===== src/rtl/vga_pkg.sv =====
// rtl/vga_pkg.sv - shared state encoding and default geometry for the VGA frame fetch path
//
// Contents:
//   fetch_state_t   - frame fetch controller state encoding
//   H_RES, V_RES    - default display resolution
//   *_DEF           - default parameter values for vga_frame_fetch_ctrl
//   min_u           - unsigned minimum helper
package vga_pkg;

    localparam int H_RES           = 640;
    localparam int V_RES           = 480;
    localparam int FRAME_WORDS_DEF = H_RES * V_RES;
    localparam int BURST_LEN_DEF   = 64;
    localparam int FIFO_DEPTH_DEF  = 1024;
    localparam int ADDR_W_DEF      = 24;

    typedef enum logic [2:0] {
        ST_IDLE       = 3'd0,
        ST_FLUSH      = 3'd1,
        ST_WAIT_SPACE = 3'd2,
        ST_REQ        = 3'd3,
        ST_XFER       = 3'd4,
        ST_DONE       = 3'd5
    } fetch_state_t;

    function automatic logic [31:0] min_u(input logic [31:0] a, input logic [31:0] b);
        return (a < b) ? a : b;
    endfunction

endpackage


===== src/rtl/vga_frame_fetch_ctrl.sv =====
// rtl/vga_frame_fetch_ctrl.sv - fetches one frame from the frame buffer into the VGA pixel FIFO
//
// Optional feature: define VGA_DOUBLE_BUF_EN to display from two alternating
// frame buffers, switching at a frame start after the camera writer finished a frame.
//
// Ports:
//   clk, rst              - clock, synchronous active-high reset
//   read_req/read_req_ack - per-frame start handshake with the timing generator
//   base_addr0/1          - frame buffer base word addresses
//   wr_frame_done         - camera writer end-of-frame pulse
//   fifo_wrusedw          - pixel FIFO fill level (write side)
//   fifo_clr              - one-cycle FIFO flush at frame start
//   fifo_wr_en/_data      - FIFO write port, fed straight from read data
//   rd_burst_req/grant    - burst request handshake with the memory arbiter
//   rd_burst_addr/len     - burst start address and length, stable while requesting
//   rd_burst_data_valid/data/finish - arbiter read data return
//   frame_active          - high from frame acceptance until the last burst finishes
module vga_frame_fetch_ctrl
    import vga_pkg::*;
#(
    parameter  int ADDR_W      = ADDR_W_DEF,
    parameter  int BURST_LEN   = BURST_LEN_DEF,
    parameter  int FRAME_WORDS = FRAME_WORDS_DEF,
    parameter  int FIFO_DEPTH  = FIFO_DEPTH_DEF,
    localparam int USEDW_W     = $clog2(FIFO_DEPTH) + 1,
    localparam int LEN_W       = $clog2(BURST_LEN) + 1
) (
    input  logic               clk,
    input  logic               rst,
    input  logic               read_req,
    output logic               read_req_ack,
    input  logic [ADDR_W-1:0]  base_addr0,
    input  logic [ADDR_W-1:0]  base_addr1,
    input  logic               wr_frame_done,
    input  logic [USEDW_W-1:0] fifo_wrusedw,
    output logic               fifo_clr,
    output logic               fifo_wr_en,
    output logic [15:0]        fifo_wr_data,
    output logic               rd_burst_req,
    input  logic               rd_burst_grant,
    output logic [ADDR_W-1:0]  rd_burst_addr,
    output logic [LEN_W-1:0]   rd_burst_len,
    input  logic               rd_burst_data_valid,
    input  logic [15:0]        rd_burst_data,
    input  logic               rd_burst_finish,
    output logic               frame_active
);

    localparam int REM_W = $clog2(FRAME_WORDS + 1);

    fetch_state_t      state;
    logic [ADDR_W-1:0] addr;
    logic [REM_W-1:0]  remain;
    logic              restart_pend;

    logic [ADDR_W-1:0] active_base;
    logic [LEN_W-1:0]  len;
    logic              space_ok;
    logic              start_frame;
    logic              last_burst;

    // Next burst length: a full burst, or whatever is left of the frame.
    assign len = LEN_W'(min_u(32'(remain), 32'(BURST_LEN)));

    // Evaluated at 32 bits so fill level + burst length cannot wrap.
    assign space_ok = (32'(fifo_wrusedw) + 32'(len)) <= 32'(FIFO_DEPTH);

    // A held read_req is taken as a new frame whenever no burst is in flight
    // and the FIFO clear is not still settling.
    assign start_frame = read_req &&
                         ((state == ST_IDLE) || (state == ST_DONE) || (state == ST_WAIT_SPACE));

    assign last_burst = (remain == REM_W'(rd_burst_len));

`ifdef VGA_DOUBLE_BUF_EN
    logic disp_sel;
    logic swap_pend;
    logic swap_now;

    // A writer end-of-frame in the same cycle as the frame start still counts.
    assign swap_now    = swap_pend | wr_frame_done;
    assign active_base = (disp_sel ^ swap_now) ? base_addr1 : base_addr0;

    always_ff @(posedge clk) begin
        if (rst) begin
            disp_sel  <= 1'b0;
            swap_pend <= 1'b0;
        end else if (start_frame) begin
            disp_sel  <= disp_sel ^ swap_now;
            swap_pend <= 1'b0;
        end else begin
            swap_pend <= swap_now;
        end
    end
`else
    logic unused_dbuf_inputs;

    assign active_base        = base_addr0;
    assign unused_dbuf_inputs = wr_frame_done ^ (^base_addr1);
`endif

    // Read data goes to the FIFO with no register stage; data arriving
    // outside a transfer (e.g. after a reset) is dropped.
    assign fifo_wr_en   = (state == ST_XFER) && rd_burst_data_valid;
    assign fifo_wr_data = fifo_wr_en ? rd_burst_data : 16'h0000;

    always_ff @(posedge clk) begin
        if (rst) begin
            state         <= ST_IDLE;
            addr          <= '0;
            remain        <= '0;
            restart_pend  <= 1'b0;
            read_req_ack  <= 1'b0;
            fifo_clr      <= 1'b0;
            rd_burst_req  <= 1'b0;
            rd_burst_addr <= '0;
            rd_burst_len  <= '0;
            frame_active  <= 1'b0;
        end else begin
            read_req_ack <= 1'b0;
            fifo_clr     <= 1'b0;

            if (start_frame) begin
                read_req_ack <= 1'b1;
                fifo_clr     <= 1'b1;
                addr         <= active_base;
                remain       <= REM_W'(FRAME_WORDS);
                restart_pend <= 1'b0;
                frame_active <= 1'b1;
                state        <= ST_FLUSH;
            end else begin
                case (state)
                    ST_IDLE, ST_DONE: begin
                        state <= state;
                    end

                    ST_FLUSH: begin
                        state <= ST_WAIT_SPACE;
                    end

                    ST_WAIT_SPACE: begin
                        // Only one burst is ever outstanding, so the fill
                        // level alone says whether this burst will fit.
                        if (space_ok) begin
                            rd_burst_req  <= 1'b1;
                            rd_burst_addr <= addr;
                            rd_burst_len  <= len;
                            state         <= ST_REQ;
                        end
                    end

                    ST_REQ: begin
                        // The arbiter cannot retract a request, so a restart
                        // waits for this burst to run to completion.
                        if (read_req) begin
                            restart_pend <= 1'b1;
                        end
                        if (rd_burst_grant) begin
                            rd_burst_req <= 1'b0;
                            state        <= ST_XFER;
                        end
                    end

                    ST_XFER: begin
                        if (read_req) begin
                            restart_pend <= 1'b1;
                        end
                        if (rd_burst_finish) begin
                            addr   <= addr + ADDR_W'(rd_burst_len);
                            remain <= remain - REM_W'(rd_burst_len);
                            if (restart_pend || read_req) begin
                                // The held read_req is acknowledged from IDLE,
                                // whose fifo_clr discards this burst's data.
                                restart_pend <= 1'b0;
                                frame_active <= 1'b0;
                                state        <= ST_IDLE;
                            end else if (last_burst) begin
                                frame_active <= 1'b0;
                                state        <= ST_DONE;
                            end else begin
                                state <= ST_WAIT_SPACE;
                            end
                        end
                    end

                    default: begin
                        state <= ST_IDLE;
                    end
                endcase
            end
        end
    end

endmodule

===== config.mk =====
export PLATFORM = sky130hd
export DESIGN_NAME = vga_frame_fetch_ctrl
export DESIGN_NICKNAME = d
export VERILOG_FILES = /design/src/rtl/vga_pkg.sv /design/src/rtl/vga_frame_fetch_ctrl.sv
export SDC_FILE = /design/constraint.sdc
export NUM_CORES = 1
export LEC_CHECK = 0
export ABC_AREA = 1
export CORE_MARGIN = 10
export CORE_UTILIZATION = 41
export DETAILED_ROUTE_END_ITERATION = 12
export MAX_ROUTING_LAYER = met4
export PLACE_DENSITY = 0.71
export SLEW_MARGIN = 25
export SYNTH_ARGS = -nofsm -noshare
export SYNTH_HDL_FRONTEND = slang
export SYNTH_SLANG_ARGS = --single-unit

===== constraint.sdc =====
create_clock -name clk -period 2.9 [get_ports clk]
set_input_delay 0.87 -clock clk [delete_from_list [all_inputs] [get_ports clk]]
set_output_delay 0.87 -clock clk [all_outputs]
set_load 0.01 [all_outputs]

==> results of run 1 <==
==> worst max-delay path, cell delays in order (launching register included) <==
cell      delay (ns)
dfxtp_2         0.32
inv_2           0.07
nand2_4         0.06
nor3_4          0.12
nand3_1         0.09
nand3b_1        0.20
buf_6           0.19
nor2_4          0.15
ha_4            0.24
nand2_2         0.06
nand2_2         0.06
a21oi_2         0.15
nand2_1         0.09
nand2_1         0.07
nand2_1         0.08
nor2_1          0.10
nand2_1         0.06
nor2_2          0.13
nand2_2         0.10
nand2_4         0.12
buf_12          0.13
buf_12          0.11
buf_16          0.12
nand3_2         0.07
a21oi_2         0.13
==> metrics by stage <==
step	util [%]	instances	cell area [sq um]	hold slack, ns	worst slack, ns
CTS	62.6	1165	7900	0.462	-0.158
global placement	54.5	1129	6880	0.446	-0.445
floorplan	-	822	5290	0.441	0.0370
detailed placement	54.5	1129	6880	0.449	-0.467
global route	63.8	1166	8050	0.477	-0.376
finish	63.8	1166	8050	0.461	-0.225
==> synthesized netlist by cell type (3+ instances only) <==
cell type  count  share of area (%)
ha_1          21                5.0
buf_2          5               0.47
a31oi_1        7               0.83
nand2_1      200                 14
nand3b_1       9                1.3
nand3_1       74                7.0
nor3_1        15                1.4
dfxtp_1       81                 31
inv_1        102                7.2
fa_1           3                1.1
xnor2_1        8                1.3
nand4_1       13                1.5
or2_2          7               0.83
buf_4          4               0.57
nor4_1         3               0.36
buf_6          3               0.64
inv_2          4               0.28
o21bai_1       6               0.85
nor2_1        92                6.5
clkbuf_1      16                1.1
a21oi_1       70                6.6
xor2_1        10                1.7
nand2_2        3               0.36
o211ai_1       9                1.3
o21ai_0       34                3.2
==> final timing paths <==
path / from / endpoint / slack, ns
worst max-delay path: remain[8]$_SDFFE_PP0P_ / rd_burst_addr[5]$_SDFFE_PP0P_ / -0.22
worst min-delay path: rd_burst_addr[15]$_SDFFE_PP0P_ / rd_burst_addr[15]$_SDFFE_PP0P_ / 0.46
worst max register to register: remain[8]$_SDFFE_PP0P_ / rd_burst_addr[5]$_SDFFE_PP0P_ / -0.22
worst min register to register: rd_burst_addr[15]$_SDFFE_PP0P_ / rd_burst_addr[15]$_SDFFE_PP0P_ / 0.46
==> final cells by class <==
class | count | area, sq um | area share, %
Clock buffer | 10 | 239 | 2.97
Inverter | 107 | 402 | 4.99
Timing Repair Buffer | 186 | 1840 | 22.8
Clock inverter | 5 | 56.3 | 0.700
Multi-Input combinational cell | 605 | 3670 | 45.7
Sequential cell | 81 | 1620 | 20.2
Tap cell | 172 | 215 | 2.67
==> timing repair <==
item / CTS / global route
cloned: 7 / 0
pin swaps: 22 / 25
endpoints found under the hold margin: 0 / 0
setup endpoints to repair: 52 / 35
buffers inserted: 14 / 5
resized for setup: 116 / 48
==> routing by layer <==
layer  vias to the layer above  part of all wire, %
li1                       3018                    -
met1                      2768                   41
met2                       182                   51
met3                        30                  5.5
met4                         0                  1.8
met5                         -                    0
==> registers in the layout, summed over array words and instances (netlist names) <==
register	count
rd_burst_len	7
frame_active	1
remain	19
rd_burst_req	1
rd_burst_addr	24
addr	24
restart_pend	1
state	3
fifo_clr	1
==> power by group <==
group / switching, W / leakage [nW] / total (W) / internal [W]
registers: 0.0000769 / 0.659 / 0.00125 / 0.00117
clock network: 0.000469 / 0.144 / 0.00115 / 0.000684
logic: 0.000412 / 2.69 / 0.000754 / 0.000343
total: 0.000957 / 3.49 / 0.00315 / 0.00220
==> cells by family after synthesis <==
kind of cell,after synthesis,share of synthesized area [%]
simple gates,423,34.8
compound gates,140,14.9
buf+inv,136,10.5
flops,81,30.7
fa+ha+maj,24,6.11
xor+xnor,18,2.98
==> impl_metrics.env, run 1 <==
export IMPL_status="finished, violations left"
export IMPL_violations="negative setup slack"
export IMPL_p_leak_nw=3.49
export IMPL_die_area_sq_um=17800
export IMPL_via_per_inst=5.14
export IMPL_required_ns=3.18
export IMPL_antenna_found_initial=0
export IMPL_hold_viol_final=0
export IMPL_syn_num_nets=928
export IMPL_critPathMaxFanout=8
export IMPL_synth_yosys_seq_area_share_pct=30.7
export IMPL_critPathKind="reg -> reg"
export IMPL_endpoint_kind="flop"
export IMPL_hp_class="reg -> reg"
export IMPL_reg2reg_depth=24
export IMPL_cp_start_kind="flop"
export IMPL_wl_per_cell_um=15.3
export IMPL_ir_worst_vdd_uv=257
export IMPL_rows=41
export IMPL_drtPass1Iterations=5
export IMPL_setup_viol=35
export IMPL_cts_buffer_depth=2
export IMPL_fin_setup_tns_ns=-5.79
export IMPL_mostFrequentLayoutCell="nand2_1"
export IMPL_synthArstFlopShare_pct=0
export IMPL_avgSynthCellArea_sq_um=6.43
export IMPL_hpwl_mm=12.3
export IMPL_layout_common_cells="nand2_1 (166), inv_1 (99), clkdlybuf4s50_1 (89)"
export IMPL_grt_busiest_layer="met2"
export IMPL_dieWidth_um=134
export IMPL_worst_pin_slew_ns=0.586
export IMPL_clock_sinks=81
export IMPL_synth_edf_count=0
export IMPL_min_period_ns=3.12
export IMPL_core_area_sq_um=12600
export IMPL_syn_area_sq_um=5290
export IMPL_synth_seq_cells=81
export IMPL_rsz0062_at_grt="yes"
export IMPL_hold_depth=2
export IMPL_syn2layout_area_growth_pct=52.3
export IMPL_fin_crit_sh_pct=108
export IMPL_max_cap_violations=0
export IMPL_syn_inst=822
export IMPL_antenna_cells=0
export IMPL_grtUsageMet2_pct=34.7
export IMPL_grt_max_degree=46
export IMPL_yosys_warnings=0
export IMPL_clock_skew_ns=0.00890
export IMPL_gr_usage_all_layers_pct=19.9
export IMPL_h_tree_depth=3
export IMPL_final_layout_size_suffix_gt1_share_pct=22.3
export IMPL_cts_tree="done"
export IMPL_cts_root_buffer="clkbuf_16"
export IMPL_fillCellCount=1110
export IMPL_grt_pass1_vias=5795
export IMPL_postRouteAntennaNets=0
export IMPL_fp_dieH_um=134
export IMPL_power_density_nw_per_um2=392
export IMPL_finalPower_w=0.00315
export IMPL_crit_arrival_ns=3.40
export IMPL_via_count=5998
export IMPL_cts_hold_fix_buffers=0
export IMPL_gp_congestion=0.911
export IMPL_clk_latency_ns=0.35
export IMPL_final_max_slew_viol_count=0
export IMPL_slew_headroom_pct=60.9
export IMPL_clk_pin_slew_ns=0.06
export IMPL_drt_initial_drc_count=400
export IMPL_cts_buffers=9
export IMPL_numPortBuffers=108
export IMPL_grtUsageMet3_pct=4.25
export IMPL_io_pins=134
export IMPL_drt_total_wl_mm=17.9
export IMPL_grt_ovfl_total=0
export IMPL_worst_slack_ns=-0.225
export IMPL_initial_core_util_pct=41.9
export IMPL_synth_cell_types=42
export IMPL_use_met1_pct=22.2
export IMPL_fmax_mhz=320
export IMPL_final_nets=1096
export IMPL_grt_pass1_wl_mm=28.5
export IMPL_drc=0
export IMPL_synth_ff_type="dfxtp_1"
No activity file was read; power rests on OpenSTA's default activity.
==> run 2: changes to the inputs <==
Settings changed: CTS_CLUSTER_SIZE set to 20, MAX_ROUTING_LAYER met4 to not set.
==> run 2 against run 1 <==
  * The flow still finishes with violations (negative setup slack)
  * Setup slack lost 0.0073 ns
  * Combinational power hardly changed
  * Largest cell class unchanged
  * Critical path depth unchanged
==> impl_metrics.env, run 2 (synthesized netlist as in run 1, its figures left out) <==
export IMPL_cts_buffer_depth=2
export IMPL_drt_initial_drc_count=420
export IMPL_design_area_sq_um=8050
export IMPL_place_area_sq_um=6880
export IMPL_postRouteAntennaNets=0
export IMPL_fp_dieH_um=134
export IMPL_fin_setup_tns_ns=-5.94
export IMPL_rsz0062_at_grt="yes"
export IMPL_gr_usage_all_layers_pct=19.3
export IMPL_crit_arrival_ns=3.41
export IMPL_p_leak_nw=3.49
export IMPL_syn2layout_area_growth_pct=52.3
export IMPL_reg_top3="addr x24, rd_burst_addr x24, remain x19"
export IMPL_finalPower_w=0.00314
export IMPL_core_area_sq_um=12600
export IMPL_setup_viol=35
export IMPL_required_ns=3.18
export IMPL_cts_tree="done"
export IMPL_cts_buffers=9
export IMPL_critPathMaxFanout=8
export IMPL_hpwl_mm=12.3
export IMPL_dieWidth_um=134
export IMPL_wl_per_cell_um=15.3
export IMPL_critical_path_top_delay_family="simple AND/OR/NAND/NOR gates"
export IMPL_final_nets=1096
export IMPL_grt_ovfl_total=0
export IMPL_worst_pin_slew_ns=0.578
export IMPL_antenna_found_initial=0
export IMPL_layout_common_cells="nand2_1 (166), inv_1 (99), clkdlybuf4s50_1 (89)"
export IMPL_reg2reg_depth=24
export IMPL_min_to="rd_burst_addr[15]$_SDFFE_PP0P_"
export IMPL_drt_total_wl_mm=17.8
export IMPL_drc=0
export IMPL_via_per_inst=5.11
export IMPL_status="finished, violations left"
export IMPL_cp_num_buf_inv=5
export IMPL_mostFrequentLayoutCell="nand2_1"
export IMPL_slowest_stage="dfxtp_2"
export IMPL_fin_crit_sh_pct=108
export IMPL_numPortBuffers=108
export IMPL_instances_no_fill=1166
export IMPL_worst_slack_ns=-0.232
export IMPL_min_delay_start="rd_burst_addr[15]$_SDFFE_PP0P_"
export IMPL_clk_latency_ns=0.35
export IMPL_power_density_nw_per_um2=390
export IMPL_clock_sinks=81
export IMPL_initial_core_util_pct=41.9
export IMPL_grt_pass1_vias=5801
export IMPL_rrSetupSlack_ns=-0.23
export IMPL_die_area_sq_um=17800
export IMPL_cts_hold_fix_buffers=0
export IMPL_final_layout_size_suffix_gt1_share_pct=22.3
export IMPL_via_count=5962
export IMPL_violations="negative setup slack"
export IMPL_hold_viol_final=0
export IMPL_path_common_cell="nand2_1"
export IMPL_crit_cells=24
export IMPL_hold_depth=2
export IMPL_h_tree_depth=3
export IMPL_antenna_cells=0
export IMPL_critPathKind="reg -> reg"
export IMPL_crit_start="remain[8]$_SDFFE_PP0P_"
export IMPL_max_stage_delay_ns=0.32
export IMPL_reg2reg_to="rd_burst_addr[5]$_SDFFE_PP0P_"
export IMPL_rows=41
export IMPL_cp_start_kind="flop"
export IMPL_hp_class="reg -> reg"
export IMPL_whs_ns=0.462
export IMPL_clock_skew_ns=0.0104
export IMPL_dpl_cell_count=1129
export IMPL_cts_root_buffer="clkbuf_16"
export IMPL_crit_chain="inv_2 > nand2_4 > nor3_4 > nand3_1 > nand3b_1 > buf_6 > nor2_4 > ha_4 > nand2_2 > nand2_2 > a21oi_2 > nand2_1 > nand2_1 > nand2_1 > nor2_1 > nand2_1 > nor2_2 > nand2_2 > nand2_4 > buf_12 > buf_12 > buf_16 > nand3_2 > a21oi_2"
export IMPL_grt_pass1_wl_mm=28.5
export IMPL_rr_startpoint="remain[8]$_SDFFE_PP0P_"
export IMPL_gp_congestion=0.896
export IMPL_io_pins=134
export IMPL_slew_headroom_pct=61.5
export IMPL_min_period_ns=3.13
export IMPL_ir_worst_vdd_uv=257
export IMPL_clk_pin_slew_ns=0.06
export IMPL_fmax_mhz=319
export IMPL_endpoint_kind="flop"
export IMPL_max_cap_violations=0
export IMPL_final_max_slew_viol_count=0
export IMPL_grt_max_degree=46
export IMPL_drtPass1Iterations=5
## run 2: cell counts in the layout (fill, tap and decap cells not counted)
Identical to the previous run, type by type.
## run 2: how the worst max path moves through the flow
| stage | slack (ns) | endpoint |
|---|---|---|
| after floorplan | 0.04 | rd_burst_len[4]$_SDFFE_PP0P_ |
| after global placement | -0.44 | rd_burst_len[1]$_SDFFE_PP0P_ |
| after detailed placement | -0.47 | rd_burst_addr[14]$_SDFFE_PP0P_ |
| after CTS | -0.16 | rd_burst_addr[7]$_SDFFE_PP0P_ |
| after global routing | -0.38 | rd_burst_addr[5]$_SDFFE_PP0P_ |
| final | -0.23 | rd_burst_addr[5]$_SDFFE_PP0P_ |
## run 2: layout make-up
cell class	instances	area, sq um
Clock buffer	10	239
Sequential cell	81	1620
Inverter	107	402
Multi-Input combinational cell	605	3670
Clock inverter	5	56.3
Timing Repair Buffer	186	1840
Tap cell	172	215
Fill cell	1110	4570
## run 2: routing by layer
metal	global-route usage, %	wire length [um]	up-vias
met5	0	0	-
met2	34.8	9230	145
met4	6.17	320	0
met3	4.47	875	31
met1	22.0	7390	2764
li1	-	-	3022
## run 2: through the flow
| step | setup slack (ns) | util (%) |
|---|---|---|
| floorplan | 0.0370 | - |
| global placement | -0.445 | 54.5 |
| detailed placement | -0.467 | 54.5 |
| CTS | -0.158 | 62.6 |
| global route | -0.376 | 63.8 |
| finish | -0.232 | 63.8 |
## run 2: what timing repair did
action | in CTS | in global routing
pin swaps | 22 | 25
setup endpoints to repair | 52 | 35
endpoints found under the hold margin | 0 | 0
setup buffers | 14 | 5
gates cloned | 7 | 0
resized for setup | 116 | 48
## run 2: worst reg2reg max path, delay by kind of cell, from the launching register on
kind,cells,cell delay [ns]
and+or+nand+nor,16,1.58
buffers and inverters,5,0.62
DFF,1,0.32
AOI/OAI and AO/OA,2,0.28
adders and majority gates,1,0.24
## run 2: where the power goes
part | switching [W] | leakage, nW | internal [W]
clock network | 0.000462 | 0.144 | 0.000684
logic | 0.000410 | 2.69 | 0.000343
registers | 0.0000765 | 0.659 | 0.00117
total | 0.000948 | 3.49 | 0.00220
==> run 3: changes to the inputs <==
Settings changed: CORE_UTILIZATION 41 to 45, PLACE_DENSITY 0.71 to 0.77.
==> run 3 against run 2 <==
  * The flow still finishes with violations (negative setup slack)
  * Flip-flop and latch count is the same
  * Power is 1.9% higher
  * Cell area is 2.0% lower
  * Clock power up 8%
  * Sequential power is essentially flat
  * Combinational power shrank 4.7%
  * Clock skew is 0.0013 ns lower
  * Register-to-register slack better by 0.14 ns
  * Cell count fell by 3.2%
  * Global-route usage increased by 1.2 points
  * Maximum frequency is 4.0% higher
  * Critical endpoint is now rd_burst_addr[7]$_SDFFE_PP0P_
  * Critical path depth is 10 lower
==> impl_metrics.env, run 3 (synthesized netlist as in run 1, its figures left out) <==
export IMPL_clk_pin_slew_ns=0.06
export IMPL_h_tree_depth=3
export IMPL_cts_buffer_depth=2
export IMPL_drtPass1Iterations=5
export IMPL_gp_congestion=0.951
export IMPL_status="finished, violations left"
export IMPL_min_period_ns=3.01
export IMPL_cts_tree="done"
export IMPL_wl_per_cell_um=15.8
export IMPL_slew_headroom_pct=70.4
export IMPL_clock_sinks=81
export IMPL_place_area_sq_um=6770
export IMPL_cp_num_buf_inv=5
export IMPL_min_delay_start="remain[0]$_SDFFE_PP0P_"
export IMPL_via_count=5998
export IMPL_numPortBuffers=108
export IMPL_via_per_inst=5.31
export IMPL_hold_depth=2
export IMPL_die_area_sq_um=16500
export IMPL_multi_input_area_sq_um=3630
export IMPL_rrSetupSlack_ns=-0.09
export IMPL_drc=0
export IMPL_final_util_pct=68.8
export IMPL_finalPower_w=0.00320
export IMPL_cts_buffers=9
export IMPL_final_max_slew_viol_count=0
export IMPL_dieWidth_um=128
export IMPL_clock_skew_ns=0.00912
export IMPL_p_leak_nw=3.44
export IMPL_rsz0062_at_grt="yes"
export IMPL_reg_top3="addr x24, rd_burst_addr x24, remain x19"
export IMPL_seq_area_sq_um=1620
export IMPL_path_common_cell="buf_4"
export IMPL_grt_max_degree=36
export IMPL_postRouteAntennaNets=0
export IMPL_final_layout_size_suffix_gt1_share_pct=20.7
export IMPL_io_pins=134
export IMPL_reg2reg_to="rd_burst_addr[7]$_SDFFE_PP0P_"
export IMPL_critPathKind="in -> reg"
export IMPL_min_to="remain[0]$_SDFFE_PP0P_"
export IMPL_clk_latency_ns=0.35
export IMPL_hold_viol_final=0
export IMPL_critical_path_top_delay_family="buffers and inverters"
export IMPL_worst_slack_ns=-0.113
export IMPL_fp_dieH_um=128
export IMPL_drt_initial_drc_count=565
export IMPL_gr_usage_all_layers_pct=20.5
export IMPL_worst_pin_slew_ns=0.444
export IMPL_max_cap_violations=0
export IMPL_final_nets=1088
export IMPL_required_ns=3.18
export IMPL_slowest_stage="clkdlybuf4s50_1"
export IMPL_ir_worst_vdd_uv=444
export IMPL_fillCellCount=950
export IMPL_rr_startpoint="remain[7]$_SDFFE_PP0P_"
export IMPL_crit_arrival_ns=3.29
export IMPL_layout_common_cells="nand2_1 (166), inv_1 (100), clkdlybuf4s50_1 (90)"
export IMPL_fin_crit_sh_pct=104
export IMPL_critPathMaxFanout=7
export IMPL_grt_pass1_vias=5646
export IMPL_violations="negative setup slack"
export IMPL_drt_total_wl_mm=17.8
export IMPL_core_area_sq_um=11500
export IMPL_antenna_found_initial=0
export IMPL_cts_hold_fix_buffers=0
export IMPL_max_stage_delay_ns=0.44
export IMPL_hp_class="reg -> reg"
export IMPL_grt_pass1_wl_mm=27.9
export IMPL_rows=39
export IMPL_reg2reg_depth=23
export IMPL_cp_start_kind="input port"
export IMPL_fmax_mhz=332
export IMPL_syn2layout_area_growth_pct=49.3
export IMPL_power_density_nw_per_um2=406
export IMPL_mostFrequentLayoutCell="nand2_1"
export IMPL_hpwl_mm=11.9
export IMPL_design_area_sq_um=7890
export IMPL_crit_chain="clkdlybuf4s50_1 > ha_4 > fa_2 > buf_4 > buf_4 > xnor2_1 > nand3b_1 > nor2_2 > nand2_2 > nand2_4 > buf_6 > buf_12 > nand3_4 > a21oi_2"
export IMPL_setup_viol=33
export IMPL_endpoint_kind="flop"
export IMPL_initial_core_util_pct=46.1
export IMPL_antenna_cells=0
export IMPL_grt_ovfl_total=0
export IMPL_cts_root_buffer="clkbuf_16"
[run 3: changes by cell type in the layout (fill, tap and decap cells not counted), sizes merged]
| cell | change |
|---|---|
| buf | -10 |
| clkinv | -2 |
| bufinv | +1 |
| clkbuf | +1 |
| clkdlybuf4s50 | +1 |
| clkinvlp | +1 |
| dlygate4sd2 | -1 |
| nand2 | +1 |
[run 3: final cells by class]
type	count	area share, %
clock buffers	10	3.03
clock inverters	5	1.02
inverters	107	5.09
multi-input cells	606	46.1
flip-flops and latches	81	20.6
well taps	143	2.27
repair buffers	177	21.9
[run 3: worst min-delay path: stages, from the launching register on]
cell and delay, ns:
dfxtp_1 0.31, nand2_1 0.06, a21oi_1 0.05
[run 3: how the worst max path moves through the flow]
stage	from	to	slack (ns)	cells past startpoint
after floorplan	remain[8]$_SDFFE_PP0P_	rd_burst_len[4]$_SDFFE_PP0P_	0.04	22
after global placement	fifo_wrusedw[0]	rd_burst_addr[21]$_SDFFE_PP0P_	-0.40	16
after detailed placement	fifo_wrusedw[0]	rd_burst_addr[21]$_SDFFE_PP0P_	-0.43	16
after CTS	remain[8]$_SDFFE_PP0P_	rd_burst_addr[5]$_SDFFE_PP0P_	-0.08	24
after global routing	remain[7]$_SDFFE_PP0P_	rd_burst_addr[7]$_SDFFE_PP0P_	-0.25	23
final	fifo_wrusedw[0]	rd_burst_addr[7]$_SDFFE_PP0P_	-0.11	14
[run 3: metrics by stage]
stage | setup TNS [ns] | std cells | setup slack (ns) | hold WS, ns
after global placement | -15.18 | 1090 | -0.396 | 0.447
after global routing | -7.49 | 1129 | -0.249 | 0.491
after floorplan | 0 | 822 | 0.0370 | 0.441
final | -2.20 | 1129 | -0.113 | 0.461
after detailed placement | -16.26 | 1090 | -0.430 | 0.450
after CTS | -1.08 | 1125 | -0.0832 | 0.462
[run 3: timing repair]
action / 4_1_cts / 5_1_grt
setup endpoints to repair: 52 / 35
gates cloned: 6 / 1
setup buffers: 14 / 5
pin swaps: 34 / 22
resized for setup: 88 / 66
hold endpoints to repair: 0 / 0
[run 3: layer usage]
metal  vias to the layer above  part of all wire, %  track usage, %
li1                       3009                    -               -
met4                         0                  1.9            5.83
met2                       201                   51            36.0
met3                        29                  6.4            4.39
met5                         -                    0               0
met1                      2759                   41            24.6
[run 3: power by group]
group	switching, W	leakage, nW	internal, W	total, W
Clock	0.000466	0.151	0.000771	0.00124
Sequential	0.0000788	0.659	0.00117	0.00125
Combinational	0.000399	2.63	0.000319	0.000717
